--- src/rtl/core_pkg.sv ---
// Shared codes, FSM states and widths for the writeback stage.
package core_pkg;

    localparam int unsigned XLEN   = 32;
    localparam int unsigned REG_W  = 5;
    localparam int unsigned SRC_W  = 2;
    localparam int unsigned F3_W   = 3;
    localparam int unsigned OFF_W  = 2;
    localparam int unsigned CNT_W  = 32;

    // Result select codes
    localparam logic [SRC_W-1:0] RES_ALU       = 2'b00;
    localparam logic [SRC_W-1:0] RES_MEM       = 2'b01;
    localparam logic [SRC_W-1:0] RES_PC_PLUS   = 2'b10;
    localparam logic [SRC_W-1:0] RES_LUI_AUIPC = 2'b11;

    // Load width/sign codes
    localparam logic [F3_W-1:0] F3_LB  = 3'b000;
    localparam logic [F3_W-1:0] F3_LH  = 3'b001;
    localparam logic [F3_W-1:0] F3_LW  = 3'b010;
    localparam logic [F3_W-1:0] F3_LBU = 3'b100;
    localparam logic [F3_W-1:0] F3_LHU = 3'b101;

    // Writeback FSM states
    localparam logic [0:0] IDLE     = 1'b0;
    localparam logic [0:0] WAIT_MEM = 1'b1;

    // Context of a load waiting for its read data
    typedef struct packed {
        logic [REG_W-1:0] rd;
        logic [F3_W-1:0]  funct3;
        logic [OFF_W-1:0] off;
    } pend_load_t;

endpackage

--- src/rtl/stage_writeback_if.sv ---
// Memory-stage to writeback-stage bus, plus the writeback result signals.
interface stage_writeback_if;
    import core_pkg::*;

    logic             mem_valid;
    logic [REG_W-1:0] mem_rd;
    logic             mem_regfile_wr_enable;
    logic [SRC_W-1:0] mem_result_src;
    logic [F3_W-1:0]  mem_funct3;
    logic [XLEN-1:0]  mem_alu_result;
    logic [XLEN-1:0]  mem_instr_addr_plus;
    logic [XLEN-1:0]  mem_lui_auipc_value;
    logic             dmem_rvalid;
    logic [XLEN-1:0]  dmem_rdata;

    logic [REG_W-1:0] wb_wr_addr;
    logic [XLEN-1:0]  wb_wr_data;
    logic             wb_regfile_wr_enable;
    logic             wb_stall;
    logic             wb_load_err;
    logic [CNT_W-1:0] wb_retire_count;

    // Upstream (memory stage / data memory) side
    modport master (
        output mem_valid, mem_rd, mem_regfile_wr_enable, mem_result_src,
               mem_funct3, mem_alu_result, mem_instr_addr_plus,
               mem_lui_auipc_value, dmem_rvalid, dmem_rdata,
        input  wb_wr_addr, wb_wr_data, wb_regfile_wr_enable, wb_stall,
               wb_load_err, wb_retire_count
    );

    // Writeback stage side
    modport slave (
        input  mem_valid, mem_rd, mem_regfile_wr_enable, mem_result_src,
               mem_funct3, mem_alu_result, mem_instr_addr_plus,
               mem_lui_auipc_value, dmem_rvalid, dmem_rdata,
        output wb_wr_addr, wb_wr_data, wb_regfile_wr_enable, wb_stall,
               wb_load_err, wb_retire_count
    );

endinterface

--- src/rtl/load_align.sv ---
// Combinational load data extraction: byte/half/word select and extension.
module load_align
    import core_pkg::*;
(
    input  logic [F3_W-1:0]  funct3,
    input  logic [OFF_W-1:0] offset,
    input  logic [XLEN-1:0]  rdata,
    output logic [XLEN-1:0]  data,
    output logic             illegal
);

    logic [7:0]  byte_sel;
    logic [15:0] half_sel;

    // Pick the addressed byte and half out of the read word
    always_comb begin
        case (offset)
            2'd0:    byte_sel = rdata[7:0];
            2'd1:    byte_sel = rdata[15:8];
            2'd2:    byte_sel = rdata[23:16];
            default: byte_sel = rdata[31:24];
        endcase
        half_sel = offset[1] ? rdata[31:16] : rdata[15:0];
    end

    // Extend according to the load code; unknown codes yield zero
    always_comb begin
        data    = '0;
        illegal = 1'b0;
        case (funct3)
            F3_LB:   data = {{24{byte_sel[7]}}, byte_sel};
            F3_LBU:  data = {24'd0, byte_sel};
            F3_LH:   data = {{16{half_sel[15]}}, half_sel};
            F3_LHU:  data = {16'd0, half_sel};
            F3_LW:   data = rdata;
            default: illegal = 1'b1;
        endcase
    end

endmodule

--- src/rtl/stage_writeback.sv ---
// Writeback stage: selects the result, completes loads (possibly after a
// wait for read data) and drives the register-file write port.
module stage_writeback
    import core_pkg::*;
(
    input  logic               clk,
    input  logic               rst_n,
    stage_writeback_if.slave   bus
);

    logic [0:0]       state_q, state_d;
    pend_load_t       pend_q, pend_d;

    logic [REG_W-1:0] wr_addr_q, wr_addr_d;
    logic [XLEN-1:0]  wr_data_q, wr_data_d;
    logic             wr_en_q, wr_en_d;
    logic             load_err_q, load_err_d;
    logic [CNT_W-1:0] retire_q, retire_d;

    logic             accept_c;
    logic             is_load_c;
    logic [F3_W-1:0]  al_funct3_c;
    logic [OFF_W-1:0] al_off_c;
    logic [XLEN-1:0]  al_data_c;
    logic             al_illegal_c;
    logic [XLEN-1:0]  nonload_data_c;

    assign accept_c  = bus.mem_valid && (state_q == IDLE);
    assign is_load_c = accept_c && (bus.mem_result_src == RES_MEM)
                       && bus.mem_regfile_wr_enable;

    // Aligner sees the live instruction in IDLE, the captured one while waiting
    assign al_funct3_c = (state_q == WAIT_MEM) ? pend_q.funct3 : bus.mem_funct3;
    assign al_off_c    = (state_q == WAIT_MEM) ? pend_q.off
                                               : bus.mem_alu_result[OFF_W-1:0];

    load_align u_load_align (
        .funct3  (al_funct3_c),
        .offset  (al_off_c),
        .rdata   (bus.dmem_rdata),
        .data    (al_data_c),
        .illegal (al_illegal_c)
    );

    // Non-load result select
    always_comb begin
        case (bus.mem_result_src)
            RES_PC_PLUS:   nonload_data_c = bus.mem_instr_addr_plus;
            RES_LUI_AUIPC: nonload_data_c = bus.mem_lui_auipc_value;
            default:       nonload_data_c = bus.mem_alu_result;
        endcase
    end

    // Next-state and next-output logic
    always_comb begin
        state_d    = state_q;
        pend_d     = pend_q;
        wr_addr_d  = wr_addr_q;
        wr_data_d  = wr_data_q;
        wr_en_d    = 1'b0;
        load_err_d = 1'b0;
        retire_d   = retire_q;

        case (state_q)
            IDLE: begin
                if (accept_c && !is_load_c) begin
                    wr_addr_d = bus.mem_rd;
                    wr_data_d = nonload_data_c;
                    wr_en_d   = bus.mem_regfile_wr_enable && (bus.mem_rd != '0);
                    retire_d  = retire_q + CNT_W'(1);
                end else if (is_load_c && bus.dmem_rvalid) begin
                    wr_addr_d  = bus.mem_rd;
                    wr_data_d  = al_data_c;
                    wr_en_d    = (bus.mem_rd != '0);
                    load_err_d = al_illegal_c;
                    retire_d   = retire_q + CNT_W'(1);
                end else if (is_load_c) begin
                    pend_d.rd     = bus.mem_rd;
                    pend_d.funct3 = bus.mem_funct3;
                    pend_d.off    = bus.mem_alu_result[OFF_W-1:0];
                    state_d       = WAIT_MEM;
                end
            end
            WAIT_MEM: begin
                if (bus.dmem_rvalid) begin
                    wr_addr_d  = pend_q.rd;
                    wr_data_d  = al_data_c;
                    wr_en_d    = (pend_q.rd != '0);
                    load_err_d = al_illegal_c;
                    retire_d   = retire_q + CNT_W'(1);
                    state_d    = IDLE;
                end
            end
            default: state_d = IDLE;
        endcase
    end

    // State and registered outputs; reset abandons any pending load
    always_ff @(posedge clk or negedge rst_n) begin
        if (!rst_n) begin
            state_q    <= IDLE;
            pend_q     <= '0;
            wr_addr_q  <= '0;
            wr_data_q  <= '0;
            wr_en_q    <= 1'b0;
            load_err_q <= 1'b0;
            retire_q   <= '0;
        end else begin
            state_q    <= state_d;
            pend_q     <= pend_d;
            wr_addr_q  <= wr_addr_d;
            wr_data_q  <= wr_data_d;
            wr_en_q    <= wr_en_d;
            load_err_q <= load_err_d;
            retire_q   <= retire_d;
        end
    end

    assign bus.wb_wr_addr           = wr_addr_q;
    assign bus.wb_wr_data           = wr_data_q;
    assign bus.wb_regfile_wr_enable = wr_en_q;
    assign bus.wb_stall             = (state_q == WAIT_MEM);
    assign bus.wb_load_err          = load_err_q;
    assign bus.wb_retire_count      = retire_q;

endmodule

--- src/flat_wrapper.sv ---
// flat-port wrapper written by rule: the top's interface ports become plain ports
module stage_writeback_flat import core_pkg::*;
  (clk, rst_n, bus_mem_valid, bus_mem_rd, bus_mem_regfile_wr_enable, bus_mem_result_src, bus_mem_funct3, bus_mem_alu_result, bus_mem_instr_addr_plus, bus_mem_lui_auipc_value, bus_dmem_rvalid, bus_dmem_rdata, bus_wb_wr_addr, bus_wb_wr_data, bus_wb_regfile_wr_enable, bus_wb_stall, bus_wb_load_err, bus_wb_retire_count);
  stage_writeback_if bus_i ();
  input  logic clk;
  input  logic rst_n;
  input wire logic [$bits(bus_i.mem_valid)-1:0] bus_mem_valid;
  input wire logic [$bits(bus_i.mem_rd)-1:0] bus_mem_rd;
  input wire logic [$bits(bus_i.mem_regfile_wr_enable)-1:0] bus_mem_regfile_wr_enable;
  input wire logic [$bits(bus_i.mem_result_src)-1:0] bus_mem_result_src;
  input wire logic [$bits(bus_i.mem_funct3)-1:0] bus_mem_funct3;
  input wire logic [$bits(bus_i.mem_alu_result)-1:0] bus_mem_alu_result;
  input wire logic [$bits(bus_i.mem_instr_addr_plus)-1:0] bus_mem_instr_addr_plus;
  input wire logic [$bits(bus_i.mem_lui_auipc_value)-1:0] bus_mem_lui_auipc_value;
  input wire logic [$bits(bus_i.dmem_rvalid)-1:0] bus_dmem_rvalid;
  input wire logic [$bits(bus_i.dmem_rdata)-1:0] bus_dmem_rdata;
  output wire logic [$bits(bus_i.wb_wr_addr)-1:0] bus_wb_wr_addr;
  output wire logic [$bits(bus_i.wb_wr_data)-1:0] bus_wb_wr_data;
  output wire logic [$bits(bus_i.wb_regfile_wr_enable)-1:0] bus_wb_regfile_wr_enable;
  output wire logic [$bits(bus_i.wb_stall)-1:0] bus_wb_stall;
  output wire logic [$bits(bus_i.wb_load_err)-1:0] bus_wb_load_err;
  output wire logic [$bits(bus_i.wb_retire_count)-1:0] bus_wb_retire_count;
  assign bus_i.mem_valid = bus_mem_valid;
  assign bus_i.mem_rd = bus_mem_rd;
  assign bus_i.mem_regfile_wr_enable = bus_mem_regfile_wr_enable;
  assign bus_i.mem_result_src = bus_mem_result_src;
  assign bus_i.mem_funct3 = bus_mem_funct3;
  assign bus_i.mem_alu_result = bus_mem_alu_result;
  assign bus_i.mem_instr_addr_plus = bus_mem_instr_addr_plus;
  assign bus_i.mem_lui_auipc_value = bus_mem_lui_auipc_value;
  assign bus_i.dmem_rvalid = bus_dmem_rvalid;
  assign bus_i.dmem_rdata = bus_dmem_rdata;
  assign bus_wb_wr_addr = bus_i.wb_wr_addr;
  assign bus_wb_wr_data = bus_i.wb_wr_data;
  assign bus_wb_regfile_wr_enable = bus_i.wb_regfile_wr_enable;
  assign bus_wb_stall = bus_i.wb_stall;
  assign bus_wb_load_err = bus_i.wb_load_err;
  assign bus_wb_retire_count = bus_i.wb_retire_count;
  stage_writeback u_core (.clk(clk), .rst_n(rst_n), .bus(bus_i));
endmodule
--- config.mk ---
export PLATFORM = sky130hd
export DESIGN_NAME = stage_writeback_flat
export DESIGN_NICKNAME = d
export VERILOG_FILES = /design/src/rtl/core_pkg.sv /design/src/rtl/stage_writeback_if.sv /design/src/rtl/load_align.sv /design/src/rtl/stage_writeback.sv /design/src/flat_wrapper.sv
export SDC_FILE = /design/constraint.sdc
export NUM_CORES = 1
export LEC_CHECK = 0
export BUFFER_PORTS_ARGS = -buffer_cell sky130_fd_sc_hd__buf_2
export CORE_MARGIN = 4
export CORE_UTILIZATION = 36
export DETAILED_ROUTE_END_ITERATION = 10
export GPL_ROUTABILITY_DRIVEN = 0
export PLACE_DENSITY = 0.67
export SETUP_SLACK_MARGIN = 0.5
export SYNTH_ARGS = -nofsm -noshare
export SYNTH_HDL_FRONTEND = slang
export SYNTH_SLANG_ARGS = --single-unit
export TNS_END_PERCENT = 10
--- constraint.sdc ---
create_clock -name clk -period 5.41 [get_ports clk]
set_input_delay 1.082 -clock clk [delete_from_list [all_inputs] [get_ports clk]]
set_output_delay 1.082 -clock clk [all_outputs]
set_load 0.02 [all_outputs]
==> results.md, run 1 <==
* Root Buffer: clkbuf_16
* # DRC at 0
* Die area at around 16000 sq um
* Setup repair bufs after CTS at 0
* Number of fillers in the final layout at 1365
* Largest net degree at the start of global routing at 55
* # diodes at 0
* Sequential element share of the synthesized area at 39.88%
* Synth area leaders: dfrtp_1 (40%), mux2i_1 (8.2%), mux2_2 (4.8%)
* Via count at 5114
* Grt met1 use at 26.53%
* Worst reg2reg path endpoint: u_core.bus.wb_wr_data[21]$_DFFE_PN0P_
* Most frequent cell after synthesis: dfrtp_1
* Min Hold Slack at 0.4796 ns
* Worst Setup Start Kind: input port
* Max-slew headroom at ~33%
* Reg clk slew, reported paths at ~0.06 ns
* Final Non-Filler Cells at 928
* Synthesized instance count at 546
* Pleak at 3.122 nW
* Register bit total from synthesis at between 80 and 90
* Initial antenna violation count at 1
* Dpl hpwl at ~13 mm
* Total GRT Usage at 20.07%
* Synth cell count leaders: dfrtp_1 (82), nor2_1 (64), mux2i_1 (42)
* Routed Antenna Nets at 0
* WL final at between 15 and 20 mm
* WS Path Type: in2reg
* RSZ-0062 raised after global routing: false
* Mapped Area at 5145 sq um
* Post-Synthesis Net Count at 690
* FF-to-FF Start: u_core.bus.wb_stall$_DFF_PN0_
* Met3 Usage GRT at 5.686%
* Vias in the first global route at 4928
* Req. time, crit path at approximately 5.7 ns
* Reg2Reg Setup Slack at 2.64 ns
* TritonCTS buffer count at 9
* Fin. max-slew vios at 0
* Dpl cell area at roughly 6400 sq um
* Period minus WS final at about 3.2 ns
* Total gr overflow at 0
* TritonCTS clock tree: yes
* Fmax at between 0.3 and 0.4 GHz
* Max Cap Viol at 0
* Post-synth EDFFs at 0
* Synth-to-layout area growth at 30.25%
* Hold depth at 2
* Initial DRC Count at roughly 310
* R2R depth at 6
* Worst Hold Class: reg2reg
* Share of post-route cells with drive strength above 1 at ~36%
* Crit-path slowest cell: buf_2
* Ys async rst share at 100.0%
* Clock Skew at 0.006856 ns
* FP Rows at 43
* Vias/cell at around 5.5
* Final net count at ~890
* Clk sink count at 82
* H-tree lvl count at 3
* Die H at 127.5 um
* TNS Setup at 0 ns
* Hold path endpoint: u_core.bus.wb_wr_addr[1]$_DFFE_PN0P_
* Core ar. at between 10000 and 15000 sq um
* Syn Area/Cell at between 9 and 10 sq um
* Cell taking the most area after synthesis: dfrtp_1
* Buffers on Ports at roughly 210
* Arr. time, crit path at approximately 3.5 ns
* Clock Latency Late Sink at 0.34 ns
* Final setup fails at 0
* Worst-Margin Slew at around 1.0 ns
* Power per cell area at ~300 nW/um^2
* Global-route wire length before repair at 25.92 mm
* Dpl cells at 912
* Outcome: finished, final reports clean
* Post-Route Utilization at 48.09%
* Critical Path Sink Type: flop
* Final Cell Area at 6701 sq um
* Drt first pass iters at 5
* Top Ports at 215
* Fin. Hold Viols at 0
* Worst Hold Launch: u_core.bus.wb_wr_addr[1]$_DFFE_PN0P_
* Starting Density at roughly 37%
* Distinct cells, synth at 55
* Top Usage Layer GRT: met2
* Drt wl/cell at 18.01 um
* Top cell type's share of synthesized area at 39.88%
* # hold bufs at CTS at 0
* Final period utilization at 59.34%
* Worst VDD drop at 0.1552 mV
* Met2 GRT Util at about a third
* Primary FF master, synth: dfrtp_1
* Die X at 127.5 um
* Clk buf depth at 2
* Crit-path cells: buf_2 -> and3b_1 -> o221ai_1 -> or2_1 -> or4_1 -> o211ai_1
* Syn. warnings at 0
* Post-CTS sizing at 0
* Top fanout value on the critical path at 36
* CP max stage delay at 0.73 ns
[layout by cell type, fill, tap and decap left out, drive strengths merged, types with 8 or more instances in the layout]
cell     netlist  layout
buf           12     221
dfrtp         82      82
nor2          64      64
mux2i         44      44
a21oi         37      37
o21ai         28      28
nand2         28      28
xnor2         25      25
o22ai         23      23
mux2          22      22
a211oi        20      20
o2bb2ai       12      12
a311oi        12      12
clkbuf        23      11
o211ai        10      10
nand3         10      10
nand4          9       9
or4            8       8
[routing by layer]
layer  vias to the layer above  part of all wire, %
met5                         -                0.042
met4                         2                  1.6
met3                        24                  8.4
met2                       212                   47
met1                      2394                   43
li1                       2482                    -
[worst max-delay path by stage]
stage / start / endpoint / slack, ns / cells past startpoint
2_1_floorplan: bus_mem_result_src[0] / u_core.bus.wb_wr_data[3]$_DFFE_PN0P_ / 2.68 / 7
3_3_place_gp: bus_mem_result_src[0] / u_core.bus.wb_wr_data[3]$_DFFE_PN0P_ / 1.88 / 6
3_5_place_dp: bus_mem_result_src[0] / u_core.bus.wb_wr_data[1]$_DFFE_PN0P_ / 1.83 / 6
4_1_cts: bus_mem_result_src[0] / u_core.bus.wb_wr_data[1]$_DFFE_PN0P_ / 2.20 / 6
5_1_grt: bus_mem_result_src[0] / u_core.bus.wb_wr_data[5]$_DFFE_PN0P_ / 1.98 / 6
6_report: bus_mem_result_src[0] / u_core.bus.wb_wr_data[1]$_DFFE_PN0P_ / 2.20 / 6
[state kept, by name, indices dropped and copies added, names as in the netlist]
register                         cells
u_core.bus.wb_wr_data               32
u_core.bus.wb_retire_count          32
u_core.bus.wb_load_err               1
u_core.bus.wb_regfile_wr_enable      1
u_core.bus.wb_stall                  1
u_core.pend_q                       10
u_core.bus.wb_wr_addr                5
[report_power, final]
group	switching [W]	total, W	internal, W
combinational	0.000329	0.000545	0.000216
sequential	0.0000805	0.000781	0.000701
clock	0.000257	0.000690	0.000433
total	0.000667	0.00202	0.00135
[logic make-up (layout without fill, tap and decap cells)]
logic type,count (synthesis),after routing,synth area share [%]
and+or+nand+nor,156,156,15.83
adders and majority gates,1,1,0.2432
AOI/OAI and AO/OA,169,169,21.91
xor gates and xnor gates,31,31,5.277
DFF,82,82,39.88
buffers and inverters,41,243,3.332
muxes,66,66,13.52
[metrics by stage]
step | power (W) | worst slack (ns)
final | 0.002016 | 2.200
after global routing | 0.002122 | 1.982
after CTS | 0.002039 | 2.196
after detailed placement | 0.001339 | 1.829
after global placement | 0.001332 | 1.878
after floorplan | 0.001106 | 2.681
[area by class of cell]
cell class                      instances  area [sq um]  area share (%)
Tap cell                              180         225.2           3.361
Timing Repair Buffer                  221          1126           16.80
Clock inverter                          5         85.08           1.270
Clock buffer                           11         252.7           3.771
Multi-Input combinational cell        423          2938           43.84
Sequential cell                        82          2052           30.62
Inverter                                6         22.52          0.3361
[critical path, delay by kind of cell]
| kind | cells | cell delay (ns) |
|---|---|---|
| AND/OR/NAND/NOR | 3 | 1.41 |
| buffers and inverters | 1 | 0.73 |
| AO/OA/AOI/OAI | 2 | 0.22 |
Power figures use the tool's default switching activity.
==> run 2, diff against run 1 <==
PLACE_DENSITY = 0.69   (was 0.67)
clock period = 2.9 ns   (was 5.41 ns; I/O delays follow)
==> results.md, run 2 (same netlist as run 1, synthesis figures left out) <==
* Vias/cell at 5.612
* Worst Setup Start Kind: flop
* Global-route wire length before repair at 27.46 mm
* Die X at 127.5 um
* TNS Setup at 0 ns
* Core ar. at approximately 14000 sq um
* Root Buffer: clkbuf_16
* Largest net degree at the start of global routing at 51
* CP max stage delay at 0.54 ns
* Drt first pass iters at 4
* Sw Pwr at 0.001244 W
* Fin worst setup slack at 0.6146 ns
* WS Path Type: reg2reg
* Synth-to-layout area growth at 32.20%
* Clock Skew at 0.005758 ns
* RSZ-0062 raised after global routing: true
* # diodes at 0
* Reg2Reg Setup Slack at approximately 0.61 ns
* Commonest non-fill, non-tap cells in the layout: buf_2 (213), dfrtp_1 (82), nor2_1 (62)
* Final Non-Filler Cells at 940
* Total gr overflow at 0
* TritonCTS buffer count at 9
* Final setup fails at 0
* Outcome: finished, final reports clean
* Logic gate share of total power at a little over a quarter
* Starting Density at 36.92%
* Post-Route Utilization at between 40% and 50%
* Buf/Inv on CP at 2
* Worst-Margin Slew at 0.7390 ns
* Flop pwr share at 39.1%
* H-tree lvl count at 3
* Commonest non-fill, non-tap cell in the layout: buf_2
* Clock Latency Late Sink at 0.34 ns
* Via count at 5275
* Initial DRC Count at between 200 and 300
* Reg clk slew, reported paths at 0.06 ns
* Vias in the first global route at 5327
* TritonCTS clock tree: yes
* Area of the multi-input gates at 2940 sq um
* Die H at about 130 um
* Initial antenna violation count at 0
* Share of post-route cells with drive strength above 1 at 36.84%
* Register Area at 2052 sq um
* Worst Hold Class: in2async
* Fmax at 0.4376 GHz
* Top Ports at 215
* Clk sink count at 82
* Worst VDD drop at 0.2668 mV
* Arr. time, crit path at 2.54 ns
* Pleak at 3.168 nW
* Dpl hpwl at 13.50 mm
* Largest delay share family, worst path: simple AND/OR/NAND/NOR gates
* Critical Path Sink Type: flop
* Dpl cells at slightly above 900
* # DRC at 0
* # hold bufs at CTS at 0
* Crit-path cells: buf_6 -> nand2b_1 -> o221ai_1 -> or2_1 -> buf_4 -> or4_1 -> o211ai_1
* Drt wl/cell at 18.34 um
* Fin. Hold Viols at 0
* Pre-CTS WS at 0.1992 ns
* WL final at 17.24 mm
* Max Cap Viol at 0
* Buffers on Ports at 214
* Number of fillers in the final layout at 1380
* Power per cell area at 550.3 nW/um^2
* Crit-path slowest cell: or4_1
* Final period utilization at 78.81%
* Fin. max-slew vios at 0
* FP Rows at 43
* Die area at around 16000 sq um
* Max-slew headroom at 50.73%
* Tot Pwr at 0.003743 W
* Sw Share at 33.24%
* Routed Antenna Nets at 0
* Total GRT Usage at 21.15%
* Clock network power share at roughly 34%
* Period minus WS final at 2.285 ns
* Req. time, crit path at 3.16 ns
* Final net count at 899
* Internal power at ~0.0025 W
* Top fanout value on the critical path at 24
* Clk buf depth at 2
-- run 2: layer usage --
| layer | part of all wire [%] | vias up | track usage, % | routed length (um) |
|---|---|---|---|---|
| met3 | 8.6 | 35 | 6.271 | 1481 |
| met5 | 0 | - | 0 | 0 |
| met1 | 41 | 2504 | 25.16 | 7033 |
| li1 | - | 2503 | - | - |
| met2 | 48 | 233 | 36.08 | 8268 |
| met4 | 2.7 | 0 | 7.823 | 461 |
-- run 2: cell type report --
type	instances	share of cell area [%]
flip-flops and latches	82	30.17
clock buffers	10	3.514
clock inverters	6	1.325
well taps	180	3.311
inverters	6	0.3311
repair buffers	233	18.12
multi-input cells	423	43.23
-- run 2: worst paths after layout --
check,endpoint,from,cells past startpoint
worst min-delay path,u_core.bus.wb_retire_count[18]$_DFFE_PN0P_,rst_n,1
worst max register to register,u_core.bus.wb_wr_data[5]$_DFFE_PN0P_,u_core.bus.wb_stall$_DFF_PN0_,7
min in group clk,u_core.bus.wb_wr_addr[1]$_DFFE_PN0P_,u_core.bus.wb_wr_addr[1]$_DFFE_PN0P_,2
worst min register to register,u_core.bus.wb_wr_addr[1]$_DFFE_PN0P_,u_core.bus.wb_wr_addr[1]$_DFFE_PN0P_,2
max in group asynchronous,u_core.bus.wb_wr_addr[1]$_DFFE_PN0P_,rst_n,2
worst max-delay path,u_core.bus.wb_wr_data[5]$_DFFE_PN0P_,u_core.bus.wb_stall$_DFF_PN0_,7
-- run 2: through the flow --
| stage | instance area, sq um | hold slack, ns |
|---|---|---|
| after floorplan | 5145 | 0.2844 |
| after global placement | 6466 | 0.4539 |
| after detailed placement | 6466 | 0.4694 |
| after CTS | 6798 | 0.2868 |
| after global routing | 6802 | 0.3107 |
| final | 6802 | 0.2746 |
-- run 2: what timing repair did --
action | CTS | global route
resized for setup | 1 | 2
setup endpoints to repair | 12 | 8
setup buffers | 0 | 0
-- run 2: power by group through the flow --
| stage | Combinational, W | Clock [W] | Sequential (W) |
|---|---|---|---|
| floorplan | 0.000451 | 0 | 0.00161 |
| global placement | 0.00102 | 0 | 0.00148 |
| detailed placement | 0.00103 | 0 | 0.00148 |
| CTS | 0.00103 | 0.00129 | 0.00146 |
| global route | 0.00113 | 0.00134 | 0.00149 |
| finish | 0.00103 | 0.00125 | 0.00146 |
